==> config.mk <==
export PLATFORM = sky130hd
export DESIGN_NAME = compound_adder_pipe_flat
export DESIGN_NICKNAME = d
export VERILOG_FILES = /design/src/rtl/compound_adder_pipe_if.sv /design/src/rtl/compound_adder_pipe.sv /design/src/flat_wrapper.sv
export SDC_FILE = /design/constraint.sdc
export NUM_CORES = 1
export LEC_CHECK = 0
export BUFFER_PORTS_ARGS = -buffer_cell sky130_fd_sc_hd__buf_2
export CORE_ASPECT_RATIO = 0.9
export CORE_MARGIN = 3
export CORE_UTILIZATION = 45
export CTS_BUF_LIST = sky130_fd_sc_hd__clkbuf_16
export DETAILED_ROUTE_END_ITERATION = 8
export PLACE_DENSITY = 0.68
export RECOVER_POWER = 100
export SETUP_SLACK_MARGIN = 0.05
export SLEW_MARGIN = 15
export SYNTH_ARGS = -nofsm -noshare
export SYNTH_HDL_FRONTEND = slang
export SYNTH_SLANG_ARGS = --single-unit
==> constraint.sdc <==
create_clock -name clk -period 4.25 [get_ports clk]
set_input_delay 0.85 -clock clk [delete_from_list [all_inputs] [get_ports clk]]
set_output_delay 0.85 -clock clk [all_outputs]
set_load 0.05 [all_outputs]
==> src/rtl/compound_adder_pipe_if.sv <==
// rtl/compound_adder_pipe_if.sv - operand/result handshake bundle for compound_adder_pipe
interface compound_adder_pipe_if #(
    parameter int WIDTH = 16
) ();
    logic             in_valid;
    logic             in_ready;
    logic [WIDTH-1:0] a;
    logic [WIDTH-1:0] b;
    logic             cin;
    logic             op;
    logic             out_valid;
    logic             out_ready;
    logic [WIDTH-1:0] sum;
    logic             cout;
    logic             ovf;
    logic [WIDTH-1:0] sum_p1;
    logic             cout_p1;
    logic             ovf_p1;

    // Producer/consumer side: drives operands and result acceptance
    modport master (
        output in_valid, a, b, cin, op, out_ready,
        input  in_ready, out_valid, sum, cout, ovf, sum_p1, cout_p1, ovf_p1
    );

    // Adder side
    modport slave (
        input  in_valid, a, b, cin, op, out_ready,
        output in_ready, out_valid, sum, cout, ovf, sum_p1, cout_p1, ovf_p1
    );
endinterface

==> src/rtl/compound_adder_pipe.sv <==
// rtl/compound_adder_pipe.sv - pipelined compound adder returning a+b'+cin and a+b'+cin+1
module compound_adder_pipe #(
    parameter int WIDTH  = 16,
    parameter int STAGES = 2
) (
    input  logic                 clk,
    input  logic                 rst_n,
    compound_adder_pipe_if.slave bus
);
    // Slice width; the top slice absorbs any remainder so it always holds the sign bit.
    localparam int SW = WIDTH / STAGES;

    logic adv;

    // The whole pipe moves whenever the output register is empty or being drained.
    assign adv          = !bus.out_valid || bus.out_ready;
    assign bus.in_ready = adv;

    for (genvar k = 0; k < STAGES; k++) begin : g_stage
        localparam int LO = k * SW;
        localparam int HI = (k == STAGES - 1) ? WIDTH - 1 : LO + SW - 1;
        localparam int SL = HI - LO + 1;

        logic             vld_in;
        logic [WIDTH-1:0] a_in;
        logic [WIDTH-1:0] b_in;
        logic [WIDTH-1:0] s_in;
        logic [WIDTH-1:0] p_in;
        logic             c_in;
        logic [1:0]       e_in;
        logic [SL+1:0]    x0;
        logic [SL+1:0]    x1;
        logic [SL+1:0]    x2;
        logic [SL+1:0]    rs;
        logic [SL+1:0]    rp;
        logic [WIDTH-1:0] s_d;
        logic [WIDTH-1:0] p_d;
        logic             unused_stage;

        if (k == 0) begin : g_head
            // Operand conditioning: subtract inverts b, cin seeds the sum chain and
            // cin+1 seeds the sum_p1 chain (which can therefore carry 2).
            assign vld_in = bus.in_valid;
            assign a_in   = bus.a;
            assign b_in   = bus.op ? ~bus.b : bus.b;
            assign s_in   = '0;
            assign p_in   = '0;
            assign c_in   = bus.cin;
            assign e_in   = bus.cin ? 2'd2 : 2'd1;
        end else begin : g_link
            assign vld_in = g_stage[k-1].g_mid.vld_q;
            assign a_in   = g_stage[k-1].g_mid.a_q;
            assign b_in   = g_stage[k-1].g_mid.b_q;
            assign s_in   = g_stage[k-1].g_mid.s_q;
            assign p_in   = g_stage[k-1].g_mid.p_q;
            assign c_in   = g_stage[k-1].g_mid.c_q;
            assign e_in   = g_stage[k-1].g_mid.e_q;
        end

        // Compound set for this slice: x, x+1 and x+2 (the last only when both +1s land).
        assign x0 = {2'b00, a_in[HI:LO]} + {2'b00, b_in[HI:LO]};
        assign x1 = x0 + (SL+2)'(1);
        assign x2 = x0 + (SL+2)'(2);
        assign rs = c_in ? x1 : x0;

        // Pick the sum_p1 slice from the compound set by its incoming carry (0, 1 or 2).
        always_comb begin
            case (e_in)
                2'd0:    rp = x0;
                2'd1:    rp = x1;
                default: rp = x2;
            endcase
        end

        // Merge this slice's resolved bits into the partial results carried down the pipe.
        always_comb begin
            s_d         = s_in;
            s_d[HI:LO]  = rs[SL-1:0];
            p_d         = p_in;
            p_d[HI:LO]  = rp[SL-1:0];
        end

        // Bits not needed at this point: unresolved partial-result slices, consumed
        // operand slices, and the carry bit that cannot be set on the sum chain.
        assign unused_stage = ^{s_in, p_in, a_in, b_in, rs[SL+1], rp[SL+1]};

        if (k < STAGES - 1) begin : g_mid
            logic             vld_q;
            logic [WIDTH-1:0] a_q;
            logic [WIDTH-1:0] b_q;
            logic [WIDTH-1:0] s_q;
            logic [WIDTH-1:0] p_q;
            logic             c_q;
            logic [1:0]       e_q;

            // Intermediate stage: shift forward on advance, empty on reset.
            always_ff @(posedge clk) begin
                if (!rst_n) begin
                    vld_q <= 1'b0;
                    a_q   <= '0;
                    b_q   <= '0;
                    s_q   <= '0;
                    p_q   <= '0;
                    c_q   <= 1'b0;
                    e_q   <= 2'd0;
                end else if (adv) begin
                    vld_q <= vld_in;
                    a_q   <= a_in;
                    b_q   <= b_in;
                    s_q   <= s_d;
                    p_q   <= p_d;
                    c_q   <= rs[SL];
                    e_q   <= rp[SL+1:SL];
                end
            end
        end else begin : g_tail
            logic             vld_q;
            logic [WIDTH-1:0] sum_q;
            logic [WIDTH-1:0] sum_p1_q;
            logic             cout_q;
            logic             cout_p1_q;
            logic             ovf_q;
            logic             ovf_p1_q;

            // Output register: final carries are bit WIDTH of each chain; overflow uses
            // the operand sign bits, which live in this top slice.
            always_ff @(posedge clk) begin
                if (!rst_n) begin
                    vld_q     <= 1'b0;
                    sum_q     <= '0;
                    sum_p1_q  <= '0;
                    cout_q    <= 1'b0;
                    cout_p1_q <= 1'b0;
                    ovf_q     <= 1'b0;
                    ovf_p1_q  <= 1'b0;
                end else if (adv) begin
                    vld_q     <= vld_in;
                    sum_q     <= s_d;
                    sum_p1_q  <= p_d;
                    cout_q    <= rs[SL];
                    cout_p1_q <= rp[SL];
                    ovf_q     <= (a_in[WIDTH-1] == b_in[WIDTH-1]) && (s_d[WIDTH-1] != a_in[WIDTH-1]);
                    ovf_p1_q  <= (a_in[WIDTH-1] == b_in[WIDTH-1]) && (p_d[WIDTH-1] != a_in[WIDTH-1]);
                end
            end

            assign bus.out_valid = vld_q;
            assign bus.sum       = sum_q;
            assign bus.sum_p1    = sum_p1_q;
            assign bus.cout      = cout_q;
            assign bus.cout_p1   = cout_p1_q;
            assign bus.ovf       = ovf_q;
            assign bus.ovf_p1    = ovf_p1_q;
        end
    end
endmodule

==> src/flat_wrapper.sv <==
// flat-port wrapper written by rule: the top's interface ports become plain ports
module compound_adder_pipe_flat 
#(
    parameter int WIDTH  = 16,
    parameter int STAGES = 2
)
  (clk, rst_n, bus_in_valid, bus_a, bus_b, bus_cin, bus_op, bus_out_ready, bus_in_ready, bus_out_valid, bus_sum, bus_cout, bus_ovf, bus_sum_p1, bus_cout_p1, bus_ovf_p1);
  compound_adder_pipe_if #(.WIDTH(WIDTH)) bus_i ();
  input  logic clk;
  input  logic rst_n;
  input wire logic [$bits(bus_i.in_valid)-1:0] bus_in_valid;
  input wire logic [$bits(bus_i.a)-1:0] bus_a;
  input wire logic [$bits(bus_i.b)-1:0] bus_b;
  input wire logic [$bits(bus_i.cin)-1:0] bus_cin;
  input wire logic [$bits(bus_i.op)-1:0] bus_op;
  input wire logic [$bits(bus_i.out_ready)-1:0] bus_out_ready;
  output wire logic [$bits(bus_i.in_ready)-1:0] bus_in_ready;
  output wire logic [$bits(bus_i.out_valid)-1:0] bus_out_valid;
  output wire logic [$bits(bus_i.sum)-1:0] bus_sum;
  output wire logic [$bits(bus_i.cout)-1:0] bus_cout;
  output wire logic [$bits(bus_i.ovf)-1:0] bus_ovf;
  output wire logic [$bits(bus_i.sum_p1)-1:0] bus_sum_p1;
  output wire logic [$bits(bus_i.cout_p1)-1:0] bus_cout_p1;
  output wire logic [$bits(bus_i.ovf_p1)-1:0] bus_ovf_p1;
  assign bus_i.in_valid = bus_in_valid;
  assign bus_i.a = bus_a;
  assign bus_i.b = bus_b;
  assign bus_i.cin = bus_cin;
  assign bus_i.op = bus_op;
  assign bus_i.out_ready = bus_out_ready;
  assign bus_in_ready = bus_i.in_ready;
  assign bus_out_valid = bus_i.out_valid;
  assign bus_sum = bus_i.sum;
  assign bus_cout = bus_i.cout;
  assign bus_ovf = bus_i.ovf;
  assign bus_sum_p1 = bus_i.sum_p1;
  assign bus_cout_p1 = bus_i.cout_p1;
  assign bus_ovf_p1 = bus_i.ovf_p1;
  compound_adder_pipe #(.WIDTH(WIDTH), .STAGES(STAGES)) u_core (.clk(clk), .rst_n(rst_n), .bus(bus_i));
endmodule
* Word-level counts from Yosys, hierarchy flattened
Index checks and enable logic that the tools add are counted.
Storage, ports and cells: flip-flop bits (word level) 89, input port bits 38
Operators by class: add/subtract/negate cells 6, eq/ne operators 5, mux-type cells 6, bitwise gates (word level) 1, reductions and logical operators 6
Operators with widths (count):
- $pmux W10 S2 | 1
- $add A8 B8 Y9 | 2
- $mux W9 | 2
- $pmux W9 S2 | 1
- $mux W16 | 1
- $not A16 Y16 | 1
- $add A10 B2 Y10 const B | 1
- $add A9 B1 Y10 const B | 1
- $add A9 B1 Y9 const B | 1
- $add A9 B2 Y9 const B | 1
- $eq A2 B1 Y1 const B | 2
- $logic_not A2 Y1 | 2
- $logic_and A1 B1 Y1 | 2
- $mux W2 | 1
- $ne A1 B1 Y1 | 2
- $eq A1 B1 Y1 | 1
- $logic_not A1 Y1 | 1
- $logic_or A1 B1 Y1 | 1

* Logic depth before layout (Yosys ltp)
depth after elaboration 5, depth in mapped cells 14

* Worst setup path before layout
No wires, ideal clock.
path type in2reg, start input bus_op, end register u_core.g_stage[0].g_mid.c_q, setup time 0.079 ns, arrival 3.840 ns, slack 0.332 ns, stages on the path 13, path buffers 2, cell sequence clkbuf_1 -> buf_1 -> xor2_1 -> ha_1 -> inv_1 -> fa_1 -> nor2b_1 -> o21ai_1 -> a21boi_1 -> o32a_1 -> nand3_1 -> or3_1 -> o211ai_1
On the way: word-level cells in the longest chain between the ends 4
RTL lines:
- start: declaration | line flat_wrapper.sv:15 | input wire logic [$bits(bus_i.op)-1:0] bus_op;
- $mux W16 (*) | line compound_adder_pipe.sv:45 | assign b_in = bus.op ? ~bus.b : bus.b;
- $add A8 B8 Y9 (*) | line compound_adder_pipe.sv:61 | assign x0 = {2'b00, a_in[HI:LO]} + {2'b00, b_in[HI:LO]};
- $add A9 B1 Y10 | line compound_adder_pipe.sv:62 | assign x1 = x0 + (SL+2)'(1);
- $mux W9 (*) | line compound_adder_pipe.sv:64 | assign rs = c_in ? x1 : x0;
- end signal: assignment | line compound_adder_pipe.sv:112 | c_q <= rs[SL];
- end: declaration | line compound_adder_pipe.sv:93 | logic c_q;
Mark *: on every way between the ends. The rest lies on a longest branch, timed or not. A chain may end at the register's enable or synchronous reset.

* Final worst setup path
Ends and elaborated chain as after synthesis.

==> flow_summary.json <==
{
  "run_status": "complete, but fails checks",
  "failing_checks": "capacitance limit, slew limit",
  "synth_fp_nets": 549,
  "route.final.wire_length_um": 9640,
  "critical_path_arrival_ps": 3740,
  "holdCritPathClass": "register to register",
  "die_h_um": 95.4,
  "yosys.cell_count.top_type": "sky130_fd_sc_hd__nand2_1",
  "route.detailed.wl_per_inst_um": 14.3,
  "synthTopCellsByCount": "sky130_fd_sc_hd__nand2_1 (77), sky130_fd_sc_hd__dfxtp_1 (73), sky130_fd_sc_hd__nor2_1 (49)",
  "timing.critical_path.cells": "buf_2 > xor2_1 > ha_1 > inv_1 > fa_1 > nor2b_1 > o21ai_0 > a21boi_0 > o32a_1 > nand3_1 > o311ai_0 > o211ai_1",
  "detailedRoute.firstIterationViolations": 165,
  "floorplan.io_pins": 76,
  "synth_top_area_cell": "sky130_fd_sc_hd__dfxtp_1",
  "max-clock-path-buffers": 2,
  "clock_sink_count": 73,
  "max_freq_mhz": 282,
  "seq_area_frac_synth_pct": 36.6,
  "areaGrowthSynthToFinish_pct": 18.1,
  "finish.instance_area_um2": 4720,
  "antenna_found_initial": 0,
  "vias_per_cell": 5.34,
  "multiInputGateArea_um2": 2360,
  "place_hpwl_um": 7000,
  "clock_insertion_delay_worst_skew_ps": 330,
  "power_per_cell_area_nw_per_um2": 502,
  "total_leakage_power_nw": 1.95,
  "worst-path-buf-inv": 2,
  "timing.final.hold_violations": 0,
  "grt_pass1_wl_um": 15800,
  "postCtsSetupRepairBufs": 0,
  "fillers": 800,
  "vias": 3595,
  "fin_crit_sh_pct": 83.5,
  "timing.rr.start": "u_core.g_stage[0].g_mid.b_q[8]$_SDFFE_PN0P_",
  "r2r-end": "u_core.bus.ovf_p1$_SDFFE_PN0P_",
  "track_usage_pct": 19.3,
  "cts_htree_levels": 3,
  "finalSetupViolCount": 0,
  "io_buffers": 75,
  "core.rowCount": 31,
  "slew_at_the_pin_closest_to_its_max_slew_limit_ps": 1810,
  "synth_cells": 489,
  "hold_buffers": 0,
  "worst_r2r_path_depth": 11,
  "drc": 0,
  "grt_remaining_overflow": 0,
  "cell_area_placed_um2": 4460,
  "grt_pass1_vias": 3459,
  "vdd_drop_max_mv": 0.254,
  "synth_edf_count": 0,
  "yosys.cell_types.count": 56,
  "setup.worst_path.end": "u_core.g_stage[0].g_mid.c_q$_SDFFE_PN0P_",
  "synthArstFlopShare_pct": 0,
  "critical-path-max-stage-delay_ps": 590,
  "max_cap_viol_count": 1,
  "gpl.final_weighted_congestion": 0.835,
  "worstSetupPathType": "input pin to register",
  "slew-limit-headroom_pct": -20.7,
  "fin_crit_ps": 3550,
  "timing.hold.ws_ps": 453,
  "cp-end-kind": "register",
  "cts_root_buf": "sky130_fd_sc_hd__clkbuf_16",
  "synth_area_per_cell_um2": 8.18,
  "floorplan.die.width_um": 105,
  "yosys_warnings": 0,
  "worst-endpoint-required_ps": 4440,
  "grt_start_max_net_pins": 54,
  "regArea_um2": 1460,
  "timing.setup.tns_ps": 0,
  "cell_types_occupying_the_most_area_after_synthesis": "sky130_fd_sc_hd__dfxtp_1 (37%), sky130_fd_sc_hd__nand2_1 (7.2%), sky130_fd_sc_hd__ha_1 (6.3%), sky130_fd_sc_hd__xnor2_1 (5.5%), sky130_fd_sc_hd__a211oi_1 (5.3%)",
  "cts_tree": "yes",
  "timing.critical_path.depth": 12,
  "area_of_the_core_region_um2": 8340,
  "final-max-slew-violation-count": 44,
  "cp_slowest_cell": "sky130_fd_sc_hd__a21boi_0",
  "drt.antenna.violating_nets": 0,
  "worst_setup_path_start_kind": "input pin",
  "first_drt_pass_iteration_count": 4,
  "starting_utilization_of_the_core_area_pct": 47.9,
  "fraction_of_final_layout_cells_with_drive_strength_greater_than_1_pct": 11.1,
  "final_setup_skew_ps": 5.07,
  "critPathLaunch": "bus_op",
  "grt_setup_unrepaired": "false",
  "nNetsFinal": 613,
  "setup.reg_to_reg.worst_slack_ps": 1070,
  "die_area_um2": 10100,
  "tritoncts.num_buffers": 9,
  "clk_pin_slew_ps": 60,
  "critical_path.top_delay_family": "compound AO/OA/AOI/OAI gates",
  "antenna-diode-count": 0,
  "synth_largest_type_area_fraction_pct": 36.6,
  "synth.ff_latch_count": 73,
  "top_ff_cell_synth": "sky130_fd_sc_hd__dfxtp_1",
  "syn_area_um2": 4000,
  "path_max_fanout": 9,
  "ctsResizeCount": 0
}
## layer usage
metal | vias up | routed length (µm) | share of wire, % | GRT usage [%]
met1 | 1669 | 4410 | 46 | 23.8
li1 | 1838 | - | - | -
met5 | - | 0 | 0 | 0
met4 | 0 | 144 | 1.5 | 5.46
met2 | 74 | 4640 | 48 | 33.6
met3 | 14 | 455 | 4.7 | 5.01
## cells in the final DEF (no fill, tap or decap), types with 3 or more instances in the layout
cell type,synthesis,routed
sky130_fd_sc_hd__nor3_1,7,7
sky130_fd_sc_hd__buf_4,0,3
sky130_fd_sc_hd__nor4_1,4,4
sky130_fd_sc_hd__clkbuf_16,0,9
sky130_fd_sc_hd__buf_2,0,35
sky130_fd_sc_hd__o31ai_1,3,3
sky130_fd_sc_hd__nand4_1,4,4
sky130_fd_sc_hd__nor2b_1,4,3
sky130_fd_sc_hd__or3_1,4,4
sky130_fd_sc_hd__inv_1,15,17
sky130_fd_sc_hd__xor2_1,19,20
sky130_fd_sc_hd__a21o_1,3,3
sky130_fd_sc_hd__dfxtp_1,73,73
sky130_fd_sc_hd__ha_1,20,20
sky130_fd_sc_hd__nand2_1,77,77
sky130_fd_sc_hd__nor2_1,49,49
sky130_fd_sc_hd__o211ai_1,5,5
sky130_fd_sc_hd__clkbuf_1,26,42
sky130_fd_sc_hd__mux2i_1,4,4
sky130_fd_sc_hd__o21a_1,3,3
sky130_fd_sc_hd__xnor2_1,25,25
sky130_fd_sc_hd__a311o_1,3,3
sky130_fd_sc_hd__and3_1,5,5
sky130_fd_sc_hd__or4_1,2,3
sky130_fd_sc_hd__bufinv_16,0,3
sky130_fd_sc_hd__a211oi_1,28,28
sky130_fd_sc_hd__nand3_1,14,15
sky130_fd_sc_hd__a21oi_1,41,42
sky130_fd_sc_hd__nand2b_1,4,4
sky130_fd_sc_hd__o21ai_0,7,8
sky130_fd_sc_hd__a21boi_0,2,3
## area by class of cell
| type | instances | area share (%) |
|---|---|---|
| Sequential cell | 73 | 31.0 |
| Tap cell | 115 | 3.05 |
| Clock inverter | 7 | 2.36 |
| Timing Repair Buffer | 81 | 7.63 |
| Inverter | 15 | 1.19 |
| Clock buffer | 9 | 4.77 |
| Multi-Input combinational cell | 373 | 50.0 |
## where the power goes
part / total, W / switching, W / internal, W
registers: 0.000831 / 0.0000545 / 0.000777
logic: 0.000682 / 0.000457 / 0.000225
clock network: 0.000856 / 0.000287 / 0.000569
## cell families after synthesis
logic type / Yosys count / synth area share, %
buf+inv: 43 / 4.04
xor+xnor: 46 / 10.5
mux: 4 / 1.00
flops: 73 / 36.6
compound gates: 113 / 19.0
simple gates: 188 / 21.7
fa+ha+maj: 22 / 7.26
## worst min path at each step
stage / start / to / slack, ps / depth (start not counted)
finish: u_core.bus.sum[4]$_SDFFE_PN0P_ / u_core.bus.sum[4]$_SDFFE_PN0P_ / 450 / 2
detailed placement: u_core.bus.sum_p1[1]$_SDFFE_PN0P_ / u_core.bus.sum_p1[1]$_SDFFE_PN0P_ / 440 / 2
global route: u_core.bus.sum_p1[3]$_SDFFE_PN0P_ / u_core.bus.sum_p1[3]$_SDFFE_PN0P_ / 470 / 2
floorplan: u_core.g_stage[0].g_mid.p_q[2]$_SDFFE_PN0P_ / u_core.g_stage[0].g_mid.p_q[2]$_SDFFE_PN0P_ / 430 / 2
global placement: u_core.g_stage[0].g_mid.vld_q$_SDFFE_PN0P_ / u_core.g_stage[0].g_mid.vld_q$_SDFFE_PN0P_ / 440 / 2
CTS: u_core.bus.sum[1]$_SDFFE_PN0P_ / u_core.bus.sum[1]$_SDFFE_PN0P_ / 460 / 2
## registers in the layout (all words and copies together) (netlist names), 2 cells and up
register,count
u_core.g_stage.g_mid.b_q,8
u_core.bus.sum,16
u_core.bus.sum_p1,16
u_core.g_stage.g_mid.s_q,8
u_core.g_stage.g_mid.p_q,8
u_core.g_stage.g_mid.a_q,8
u_core.g_stage.g_mid.e_q,2
## worst reg2reg max path, stage by stage (launching register included)
cell and delay [ps]:
sky130_fd_sc_hd__dfxtp_1 330, sky130_fd_sc_hd__ha_1 170, sky130_fd_sc_hd__inv_1 50, sky130_fd_sc_hd__fa_1 390
sky130_fd_sc_hd__xnor2_1 180, sky130_fd_sc_hd__clkbuf_1 310, sky130_fd_sc_hd__ha_1 210, sky130_fd_sc_hd__nor2b_1 290
sky130_fd_sc_hd__nand3_2 150, sky130_fd_sc_hd__or4_1 540, sky130_fd_sc_hd__and3_1 190, sky130_fd_sc_hd__a311o_1 260
## stage by stage
| step | setup slack [ps] | utilization, % | total power, W | std cells |
|---|---|---|---|---|
| detailed placement | 597 | 53.5 | 0.00154 | 657 |
| global placement | 744 | 53.5 | 0.00153 | 657 |
| floorplan | 332 | - | 0.00137 | 489 |
| CTS | 937 | 57.6 | 0.00240 | 673 |
| finish | 701 | 56.6 | 0.00237 | 673 |
| global route | 388 | 56.6 | 0.00249 | 673 |
No activity file was read; power rests on OpenSTA's default activity.
